**config.mk**
```make
export PLATFORM = sky130hd
export DESIGN_NAME = sequencer
export DESIGN_NICKNAME = d
export VERILOG_FILES = /design/src/rtl/cpu_pkg.sv /design/src/rtl/sequencer.sv
export SDC_FILE = /design/constraint.sdc
export NUM_CORES = 1
export LEC_CHECK = 0
export ABC_AREA = 1
export BUFFER_PORTS_ARGS = -buffer_cell sky130_fd_sc_hd__buf_2
export CAP_MARGIN = 5
export CORE_AREA = 2 2 39 41
export CTS_CLUSTER_SIZE = 40
export DETAILED_ROUTE_END_ITERATION = 7
export DIE_AREA = 0 0 41 43
export PLACE_DENSITY = 0.65
export SKIP_LAST_GASP = 1
export SLEW_MARGIN = 20
export SYNTH_ARGS = -nofsm -noshare
export SYNTH_HDL_FRONTEND = slang
export SYNTH_SLANG_ARGS = --single-unit
```
**constraint.sdc**
```tcl
create_clock -name clock -period 1.1 [get_ports clock]
set_clock_uncertainty 0.2 [all_clocks]
set_input_delay 0.055 -clock clock [delete_from_list [all_inputs] [get_ports clock]]
set_output_delay 0.055 -clock clock [all_outputs]
set_load 0.03 [all_outputs]
```
**src/rtl/cpu_pkg.sv**
```systemverilog
// rtl/cpu_pkg.sv - shared opcode, ALU select and width definitions for the CPU slice
package cpu_pkg;

  localparam int WORD_W_DEF = 8;
  localparam int OP_W_DEF   = 3;

  typedef enum logic [2:0] {
    OP_LOAD  = 3'b000,
    OP_STORE = 3'b001,
    OP_ADD   = 3'b010,
    OP_SUB   = 3'b011,
    OP_XOR   = 3'b100,
    OP_BNE   = 3'b101,
    OP_HALT  = 3'b111
  } opcode_e;

  localparam logic [1:0] ALU_PASS = 2'b00;
  localparam logic [1:0] ALU_ADD  = 2'b01;
  localparam logic [1:0] ALU_SUB  = 2'b10;
  localparam logic [1:0] ALU_XOR  = 2'b11;

  // Instructions that take a memory operand and therefore need an EXEC cycle.
  function automatic logic is_mem_op(input logic [2:0] op);
    return (op == OP_LOAD) || (op == OP_STORE) || (op == OP_ADD) ||
           (op == OP_SUB)  || (op == OP_XOR);
  endfunction

endpackage

```
**src/rtl/sequencer.sv**
```systemverilog
// rtl/sequencer.sv - Moore control sequencer: fetch, decode and execute strobes for the accumulator CPU
module sequencer
  import cpu_pkg::*;
#(
  parameter int WORD_W = WORD_W_DEF,
  parameter int OP_W   = OP_W_DEF
) (
  input  logic            clock,
  input  logic            n_reset,
  input  logic            run,
  input  logic [OP_W-1:0] op,
  input  logic            z_flag,
  output logic            PC_bus,
  output logic            Addr_bus,
  output logic            MDR_bus,
  output logic            ACC_bus,
  output logic            load_PC,
  output logic            INC_PC,
  output logic            load_IR,
  output logic            load_MAR,
  output logic            load_MDR,
  output logic            load_ACC,
  output logic [1:0]      alu_op,
  output logic            CS,
  output logic            R_NW,
  output logic            halted
);

  typedef enum logic [2:0] {
    S_FETCH0 = 3'd0,
    S_FETCH1 = 3'd1,
    S_DECODE = 3'd2,
    S_EXEC   = 3'd3,
    S_HALT   = 3'd4
  } state_e;

  if (OP_W > WORD_W) begin : g_width_check
    $error("opcode field wider than bus word");
  end

  state_e          r_state;
  state_e          w_state_next;
  logic [OP_W-1:0] r_op;
  logic [2:0]      w_dec_op;
  logic [2:0]      w_exec_op;

  // DECODE acts on the live IR opcode; EXEC only ever sees the latched copy.
  assign w_dec_op  = 3'(op);
  assign w_exec_op = 3'(r_op);

  always_ff @(posedge clock or negedge n_reset) begin
    if (!n_reset) begin
      r_state <= S_FETCH0;
      r_op    <= '0;
    end else begin
      r_state <= w_state_next;
      if (r_state == S_DECODE) r_op <= op;
    end
  end

  always_comb begin
    w_state_next = r_state;
    PC_bus   = 1'b0;
    Addr_bus = 1'b0;
    MDR_bus  = 1'b0;
    ACC_bus  = 1'b0;
    load_PC  = 1'b0;
    INC_PC   = 1'b0;
    load_IR  = 1'b0;
    load_MAR = 1'b0;
    load_MDR = 1'b0;
    load_ACC = 1'b0;
    alu_op   = ALU_PASS;
    CS       = 1'b0;
    R_NW     = 1'b0;
    halted   = 1'b0;

    case (r_state)
      S_FETCH0: begin
        if (run) begin
          PC_bus       = 1'b1;
          load_MAR     = 1'b1;
          INC_PC       = 1'b1;
          w_state_next = S_FETCH1;
        end
      end
      S_FETCH1: begin
        CS           = 1'b1;
        R_NW         = 1'b1;
        MDR_bus      = 1'b1;
        load_IR      = 1'b1;
        w_state_next = S_DECODE;
      end
      S_DECODE: begin
        w_state_next = S_FETCH0;
        if (is_mem_op(w_dec_op)) begin
          Addr_bus     = 1'b1;
          load_MAR     = 1'b1;
          w_state_next = S_EXEC;
        end else if (w_dec_op == OP_BNE) begin
          if (!z_flag) begin
            Addr_bus = 1'b1;
            load_PC  = 1'b1;
          end
        end else if (w_dec_op == OP_HALT) begin
          w_state_next = S_HALT;
        end
      end
      S_EXEC: begin
        w_state_next = S_FETCH0;
        CS           = 1'b1;
        if (w_exec_op == OP_STORE) begin
          ACC_bus  = 1'b1;
          load_MDR = 1'b1;
        end else begin
          R_NW     = 1'b1;
          MDR_bus  = 1'b1;
          load_ACC = 1'b1;
          case (w_exec_op)
            OP_ADD:  alu_op = ALU_ADD;
            OP_SUB:  alu_op = ALU_SUB;
            OP_XOR:  alu_op = ALU_XOR;
            default: alu_op = ALU_PASS;
          endcase
        end
      end
      S_HALT: begin
        halted = 1'b1;
      end
      default: w_state_next = S_FETCH0;
    endcase

    // Outputs drop the instant reset asserts, even with run high in FETCH0.
    if (!n_reset) begin
      PC_bus   = 1'b0;
      Addr_bus = 1'b0;
      MDR_bus  = 1'b0;
      ACC_bus  = 1'b0;
      load_PC  = 1'b0;
      INC_PC   = 1'b0;
      load_IR  = 1'b0;
      load_MAR = 1'b0;
      load_MDR = 1'b0;
      load_ACC = 1'b0;
      alu_op   = ALU_PASS;
      CS       = 1'b0;
      R_NW     = 1'b0;
      halted   = 1'b0;
    end
  end

endmodule

```
* After elaboration in Yosys (flattened, before gate mapping) *
Index checks and enable logic that the tools add are counted.

word-level totals
  register bits = 6
  latch bits = 0
  memory bits (writable) = 0
  ROM bits = 0
  bits of input ports = 7
  word-level logic and storage cells = 63
  memories kept = 0

cells by class
  add/subtract/negate cells = 0
  multiply operators = 0
  div/mod/pow operators = 0
  $lt $le $gt $ge = 0
  equality and inequality tests = 15
  shift operators = 0
  multiplexer cells = 37
  bitwise gates (word level) = 1
  reduce and logical (&&, ||, !) cells = 8

operators with widths
  cell                  number
  $mux W1               26
  $eq A3 B2 Y1 const B  6
  $eq A3 B3 Y1 const B  5
  $mux W3               4
  $pmux W3 S4           1
  $eq A3 B1 Y1 const B  3
  $logic_not A3 Y1      2
  $mux W2               3
  $pmux W2 S3           1
  $logic_or A1 B1 Y1    4
  $pmux W1 S2           2
  $ne A2 B2 Y1 const B  1
  $reduce_and A2 Y1     1
  $reduce_or A2 Y1      1
  $not A1 Y1            1

* Longest topological paths before layout *
Gate-level depths: netlist of run 1.

  word-level depth = 8
  gate-level depth with buffers = 6
  depth with buffers taken out = 5

* Worst setup path after synthesis of run 1 *
Ideal clock, no wire load.

  kind = flip-flop to output port
  start point = reg r_state[1]
  end point = out load_MDR
  arrival = 1.309 ns
  data required time = 0.845 ns
  setup slack = -0.464 ns
  stages on the path, launching flop included = 5
  buffers on the path = 2
  path through = dfrtp_1 buf_4 nand4_1 nor2_1 buf_4

on the way
  word-level cells in the longest chain between the ends = 3

RTL lines
  item                    RTL line         text
  start, declared         sequencer.sv:41  state_e r_state;
  start signal, assigned  sequencer.sv:56  r_state <= w_state_next;
  $eq A3 B2 Y1            --
  $mux W1 (2 in a row)    --
  end, declared           sequencer.sv:21  output logic load_MDR,

No other way between the ends.

* Worst setup path after layout of run 1 *
  start point = reg r_state[0]
  end point = out load_MAR

on the way
  word-level cells in the longest chain between the ends = 3
  elaborated cells on any way between the ends = 4
  those cells by class = 1 x eq/ne; 2 x mux; 1 x reduce/logical

RTL lines
  item                                              RTL line          text
  $eq A3 B2 Y1 or $logic_not A3 Y1 (tied branches)  sequencer.sv:78   case (r_state)
  $pmux W1 S2 *                                     sequencer.sv:78
  $mux W1 *                                         sequencer.sv:134  if (!n_reset) begin
  end, declared                                     sequencer.sv:20   output logic load_MAR,

Every way passes the cells marked *; elsewhere a longest branch is shown, timed or not.

==> results.py, run 1 <==
metrics = {
    "run_status": {
        "run_status": "complete, but fails checks",
        "violations": "hold timing, setup timing",
    },
    "clock_network": {
        "insertion_delay_ns": 0.26,
        "clk_path_buf_depth": 2,
        "htreeDepth": 1,
        "root_buffer": "clkbuf_4",
        "clk_pin_slew_ns": 0.06,
        "cts_buffers": 3,
        "cts_tree": "done",
        "clock_sinks": 6,
    },
    "layout": {
        "finalNonFillerCells": 122,
        "final_cell_mix": "18 x buf_6, 12 x buf_4, 10 x nand2_1",
        "fillers": 105,
        "finish.utilization_pct": 70.3,
        "drive_above_1_share_pct": 68.9,
        "layout_commonest_cell": "buf_6",
        "num_antenna_cells": 0,
        "nets": 114,
        "area_growth_pct": 122,
    },
    "sta": {
        "finalCritPeriodShare_pct": 143,
        "setup_viol": 21,
        "grt_setup_unrepaired": "true",
        "relSlewSlack_pct": 85.8,
        "tightestPinTransition_ns": 0.212,
        "fin_ws_ns": -0.470,
        "hold_viol": 2,
        "whs_ns": -0.0186,
        "fin_crit_ns": 1.57,
        "maxSlewViolCount": 0,
        "max_freq_mhz": 637,
    },
    "routing": {
        "top_layer": "met4",
        "vias_per_cell": 4.84,
        "num_vias": 591,
        "wl_met1_um": 520,
        "drc": 0,
        "initialDrtViolationCount": 3,
        "antenna_left": 0,
        "dr_wl_met2_um": 927,
        "wl_met3_um": 66,
        "drt-total-wl_mm": 1.55,
        "routedWlPerCell_um": 12.7,
        "firstDrtPassIters": 4,
    },
    "worst_setup_path": {
        "cp_cell_sequence": "nor2_4, nand4_1, o21ai_2, buf_6",
        "endpoint_kind": "output port",
        "path_buf_inv": 1,
        "crit_family": "flip-flops",
        "critPathLaunchType": "register",
        "required_ns": 0.84,
        "critPathMaxStageDelay_ns": 0.46,
        "regToRegEndpoint": "r_state[2]$_DFFE_PN0P_",
        "critPathKind": "reg2out",
        "rrSetupSlack_ns": -0.16,
        "r2r_start": "r_state[0]$_DFFE_PN0P_",
        "r2r_cells": 4,
        "critPathSlowestCell": "dfrtp_2",
        "crit_fanout": 4,
        "crit_arrival_ns": 1.32,
    },
    "floorplanning": {
        "die_x_um": 41,
        "initial_core_util_pct": 31.7,
        "ios": 22,
        "die_y_um": 43,
        "core_area_mm2": 0.00138,
        "rows": 14,
        "die-area_mm2": 0.00176,
    },
    "synthesis": {
        "synthCells": 65,
        "avgSynthCellArea_um2": 6.76,
        "yosys_warnings": 0,
        "synth_top_area_share_pct": 34.2,
        "synth_top_area_cell": "dfrtp_1",
        "ys_types": 16,
        "synthTopCellsByArea": "dfrtp_1 34%, nand2_1 16%, nand3_1 8.0%",
        "syn_area_um2": 439,
        "ys_ff_latch": 6,
        "syn_nets": 72,
        "ys_seq_area_share_pct": 34.2,
    },
    "pwr": {
        "power.density_mw_per_mm2": 2320,
        "switching_share_pct": 47.8,
        "power_frac_seq_pct": 19.8,
        "clock_power_share_pct": 10.6,
        "p_leak_nw": 0.472,
        "pwr-share-comb_pct": 69.6,
        "p_sw_mw": 1.08,
        "p_int_mw": 1.18,
        "peakVddDrop_uv": 1370,
    },
    "global_route": {
        "grt_overflow": 0,
        "grt_usage_pct": 19.4,
        "antenna_found_initial": 0,
        "grt_max_degree": 7,
        "grt_pass1_wl_mm": 2.23,
        "grt_pass1_vias": 543,
    },
    "min_path": {
        "holdCritStartpoint": "op[2]",
        "hold_depth": 4,
        "min_path_type": "in2reg",
        "hold_path_end": "r_state[0]$_DFFE_PN0P_",
    },
    "placement": {
        "io_buffers": 21,
        "dp.cells": 108,
        "dp_hpwl_um": 864,
        "gp_congestion": 0.896,
    },
    "job": {
        "maxCapViolCount": 0,
    },
}
[synth_stat cells]
master,number
a21oi_1,1
buf_4,4
dfrtp_1,6
inv_1,7
inv_2,2
nand2_1,19
nand2_4,1
nand3_1,7
nand3_2,1
nand3b_1,1
nand4_1,3
nor2_1,7
nor2_2,3
nor2_4,1
o21ai_0,1
o21ai_1,1
[layer usage]
metal	track usage (%)	up-vias
met1	19.1	278
met5	0	-
li1	-	285
met2	33.1	25
met3	3.66	3
met4	14.0	0
[area by class of cell]
type                       count  area, um2  share of cell area (%)
multi-input combinational     46        360                    37.0
tap                           16       20.0                    2.06
inverter                       9       41.3                    4.24
clock buffer                   4       26.3                    2.70
sequential                     6        153                    15.7
timing repair buffer          41        373                    38.3
[power by group through the flow]
| stage | Clock (mW) | Combinational [mW] | Sequential, mW |
|---|---|---|---|
| finish | 0.241 | 1.57 | 0.447 |
| floorplan | 0 | 0.749 | 0.411 |
| global placement | 0 | 1.02 | 0.441 |
| global route | 0.251 | 1.68 | 0.465 |
| CTS | 0.240 | 1.26 | 0.446 |
| detailed placement | 0 | 1.02 | 0.443 |
[worst max-delay path by stage]
stage	start	to	slack [ns]	cells past startpoint
6_report	r_state[0]$_DFFE_PN0P_	load_MAR	-0.47	4
3_5_place_dp	r_state[0]$_DFFE_PN0P_	load_MAR	-0.23	4
2_1_floorplan	r_state[1]$_DFFE_PN0P_	load_MDR	-0.24	4
5_1_grt	r_state[0]$_DFFE_PN0P_	load_MAR	-0.52	4
4_1_cts	r_state[0]$_DFFE_PN0P_	load_MAR	-0.42	4
3_3_place_gp	r_state[0]$_DFFE_PN0P_	load_MAR	-0.21	4
[sequential cells by signal, summed over array words and instances (netlist names)]
register  cells
r_op          3
r_state       3
[cells by family after synthesis]
| family | count (synthesis) | share of synthesized area [%] |
|---|---|---|
| compound gates | 3 | 3.42 |
| buf+inv | 13 | 14.5 |
| flops | 6 | 34.2 |
| simple gates | 43 | 47.9 |
[worst reg2reg max path: stages (launching register included)]
cell and delay (ns):
dfrtp_2 0.46, nor2_4 0.17, buf_6 0.15, nand3_4 0.09, o21ai_2 0.12
[stage by stage]
step / cell area [um2] / setup TNS [ns] / worst slack (ns) / power, mW
floorplan: 505 / -2.27 / -0.240 / 1.16
global placement: 661 / -2.82 / -0.212 / 1.46
detailed placement: 661 / -3.02 / -0.227 / 1.47
CTS: 848 / -6.77 / -0.421 / 1.94
global route: 973 / -8.31 / -0.519 / 2.40
finish: 973 / -7.12 / -0.470 / 2.26
[what timing repair did]
action | in CTS | in global routing
buffers inserted | 4 | 4
gates resized for setup | 32 | 27
hold endpoints to repair | 12 | 2
hold buffers | 4 | 1
endpoints found under the setup margin | 21 | 21
pin swaps | 6 | 6
No activity file was read; power rests on OpenSTA's default activity.
==> run 2: changes to the inputs <==
==> constraint.sdc (replaced) <==
create_clock -name clock -period 1.3 [get_ports clock]
set_clock_uncertainty 0.2 [all_clocks]
set_input_delay 0.065 -clock clock [delete_from_list [all_inputs] [get_ports clock]]
set_output_delay 0.065 -clock clock [all_outputs]
set_load 0.03 [all_outputs]
==> results.py, run 2 (synthesis results as in run 1) <==
metrics = {
    "run_status": {
        "run_status": "complete, but fails checks",
        "violations": "hold timing, setup timing",
    },
    "worst_setup_path": {
        "cp-startpoint": "r_state[0]$_DFFE_PN0P_",
        "regToRegEndpoint": "r_op[1]$_DFFE_PN0N_",
        "r2r_start": "r_state[0]$_DFFE_PN0P_",
        "r2r_cells": 7,
        "crit_arrival_ns": 1.27,
        "crit_fanout": 4,
        "critPathLaunchType": "register",
        "endpoint_kind": "output port",
        "rrSetupSlack_ns": -0.12,
        "critPathKind": "reg2out",
        "required_ns": 1.03,
        "endpoint": "load_MAR",
    },
    "sta": {
        "fin_ws_ns": -0.235,
        "setup_viol": 21,
        "max_freq_mhz": 651,
        "whs_ns": -0.0866,
        "grt_setup_unrepaired": "true",
        "relSlewSlack_pct": 85.5,
        "hold_viol": 2,
        "finalCritPeriodShare_pct": 118,
        "maxSlewViolCount": 0,
        "fin_crit_ns": 1.54,
        "tightestPinTransition_ns": 0.217,
        "finalSetupTns_ns": -3.52,
    },
    "global_route": {
        "antenna_found_initial": 0,
        "grt_pass1_vias": 501,
        "grt_usage_pct": 17.3,
        "grt_max_degree": 7,
        "grt_overflow": 0,
        "grt_pass1_wl_mm": 1.99,
    },
    "clock_network": {
        "cts_buffers": 3,
        "clock_sinks": 6,
        "insertion_delay_ns": 0.25,
        "cts_tree": "done",
        "htreeDepth": 1,
        "root_buffer": "clkbuf_4",
        "ctsHoldBuffers": 5,
        "clk_pin_slew_ns": 0.05,
        "clk_path_buf_depth": 2,
    },
    "layout": {
        "num_antenna_cells": 0,
        "layout_commonest_cell": "nand2_1",
        "area_growth_pct": 88.6,
        "drive_above_1_share_pct": 57.1,
        "multi_input_area_um2": 298,
        "final_cell_mix": "16 x nand2_1, 12 x buf_6, 11 x buf_4",
        "nets": 107,
        "finish.utilization_pct": 59.9,
        "reg.largest.list": "r_op x3, r_state x3",
        "finalNonFillerCells": 114,
        "fillers": 129,
        "regArea_um2": 154,
    },
    "placement": {
        "dp.cells": 104,
        "dp_hpwl_um": 783,
        "io_buffers": 21,
        "gp_congestion": 0.824,
    },
    "pwr": {
        "peakVddDrop_uv": 872,
        "finalPower_mw": 1.57,
        "p_leak_nw": 0.424,
        "power.density_mw_per_mm2": 1890,
    },
    "routing": {
        "antenna_left": 0,
        "firstDrtPassIters": 6,
        "routedWlPerCell_um": 10.8,
        "num_vias": 527,
        "drt-total-wl_mm": 1.23,
        "drc": 0,
        "initialDrtViolationCount": 5,
        "vias_per_cell": 4.62,
    },
    "floorplanning": {
        "die_x_um": 41,
        "die-area_mm2": 0.00176,
        "rows": 14,
        "core_area_mm2": 0.00138,
        "ios": 22,
        "initial_core_util_pct": 31.7,
        "die_y_um": 43,
    },
    "min_path": {
        "min_path_type": "in2reg",
    },
    "job": {
        "maxCapViolCount": 0,
    },
}
==> run 2: cell type report <==
class                      count  area share [%]
multi-input combinational     46            36.0
timing repair buffer          34            36.0
tap                           16            2.42
sequential                     6            18.6
inverter                       9            4.38
clock buffer                   3            2.72
==> run 2: critical path: stages, from the launching register on <==
cell and delay, ns:
dfrtp_2 0.46, nor2_4 0.14, nand3_4 0.12, o21ai_2 0.14
buf_6 0.14
==> run 2: timing repair <==
item                                    in CTS  in global routing
endpoints found under the setup margin      15                 21
pin swaps                                    2                  4
endpoints found under the hold margin       12                  2
buffers inserted                             1                  1
resized for setup                           30                 12
==> run 2: stage by stage <==
stage	setup slack, ns	cell area (um2)
floorplan	-0.128	475
global placement	-0.0203	612
detailed placement	-0.0292	612
CTS	-0.214	793
global route	-0.311	828
finish	-0.235	828
==> run 2: how the worst min path moves through the flow <==
| stage | endpoint | cells past startpoint | slack [ns] | startpoint |
|---|---|---|---|---|
| 2_1_floorplan | r_op[0]$_DFFE_PN0N_ | 0 | -0.43 | n_reset |
| 3_5_place_dp | r_state[0]$_DFFE_PN0P_ | 1 | -0.32 | n_reset |
| 3_3_place_gp | r_state[0]$_DFFE_PN0P_ | 1 | -0.32 | n_reset |
| 6_report | r_op[2]$_DFFE_PN0N_ | 3 | -0.09 | op[2] |
| 5_1_grt | r_op[2]$_DFFE_PN0N_ | 3 | -0.07 | op[2] |
| 4_1_cts | r_op[2]$_DFFE_PN0N_ | 3 | -0.1 | op[2] |
==> run 2: routing by layer <==
| metal | GRT usage (%) | vias up | wire [um] | share of wire [%] |
|---|---|---|---|---|
| met4 | 12.0 | 0 | 18 | 1.5 |
| li1 | - | 274 | - | - |
| met3 | 3.14 | 2 | 65 | 5.3 |
| met5 | 0 | - | 0 | 0 |
| met1 | 19.8 | 228 | 491 | 40 |
| met2 | 27.2 | 23 | 658 | 53 |
==> run 2: where the power goes <==
| part | switching (mW) | internal (mW) |
|---|---|---|
| Clock | 0.0689 | 0.105 |
| Combinational | 0.579 | 0.430 |
| Sequential | 0.111 | 0.274 |
| Total | 0.759 | 0.809 |
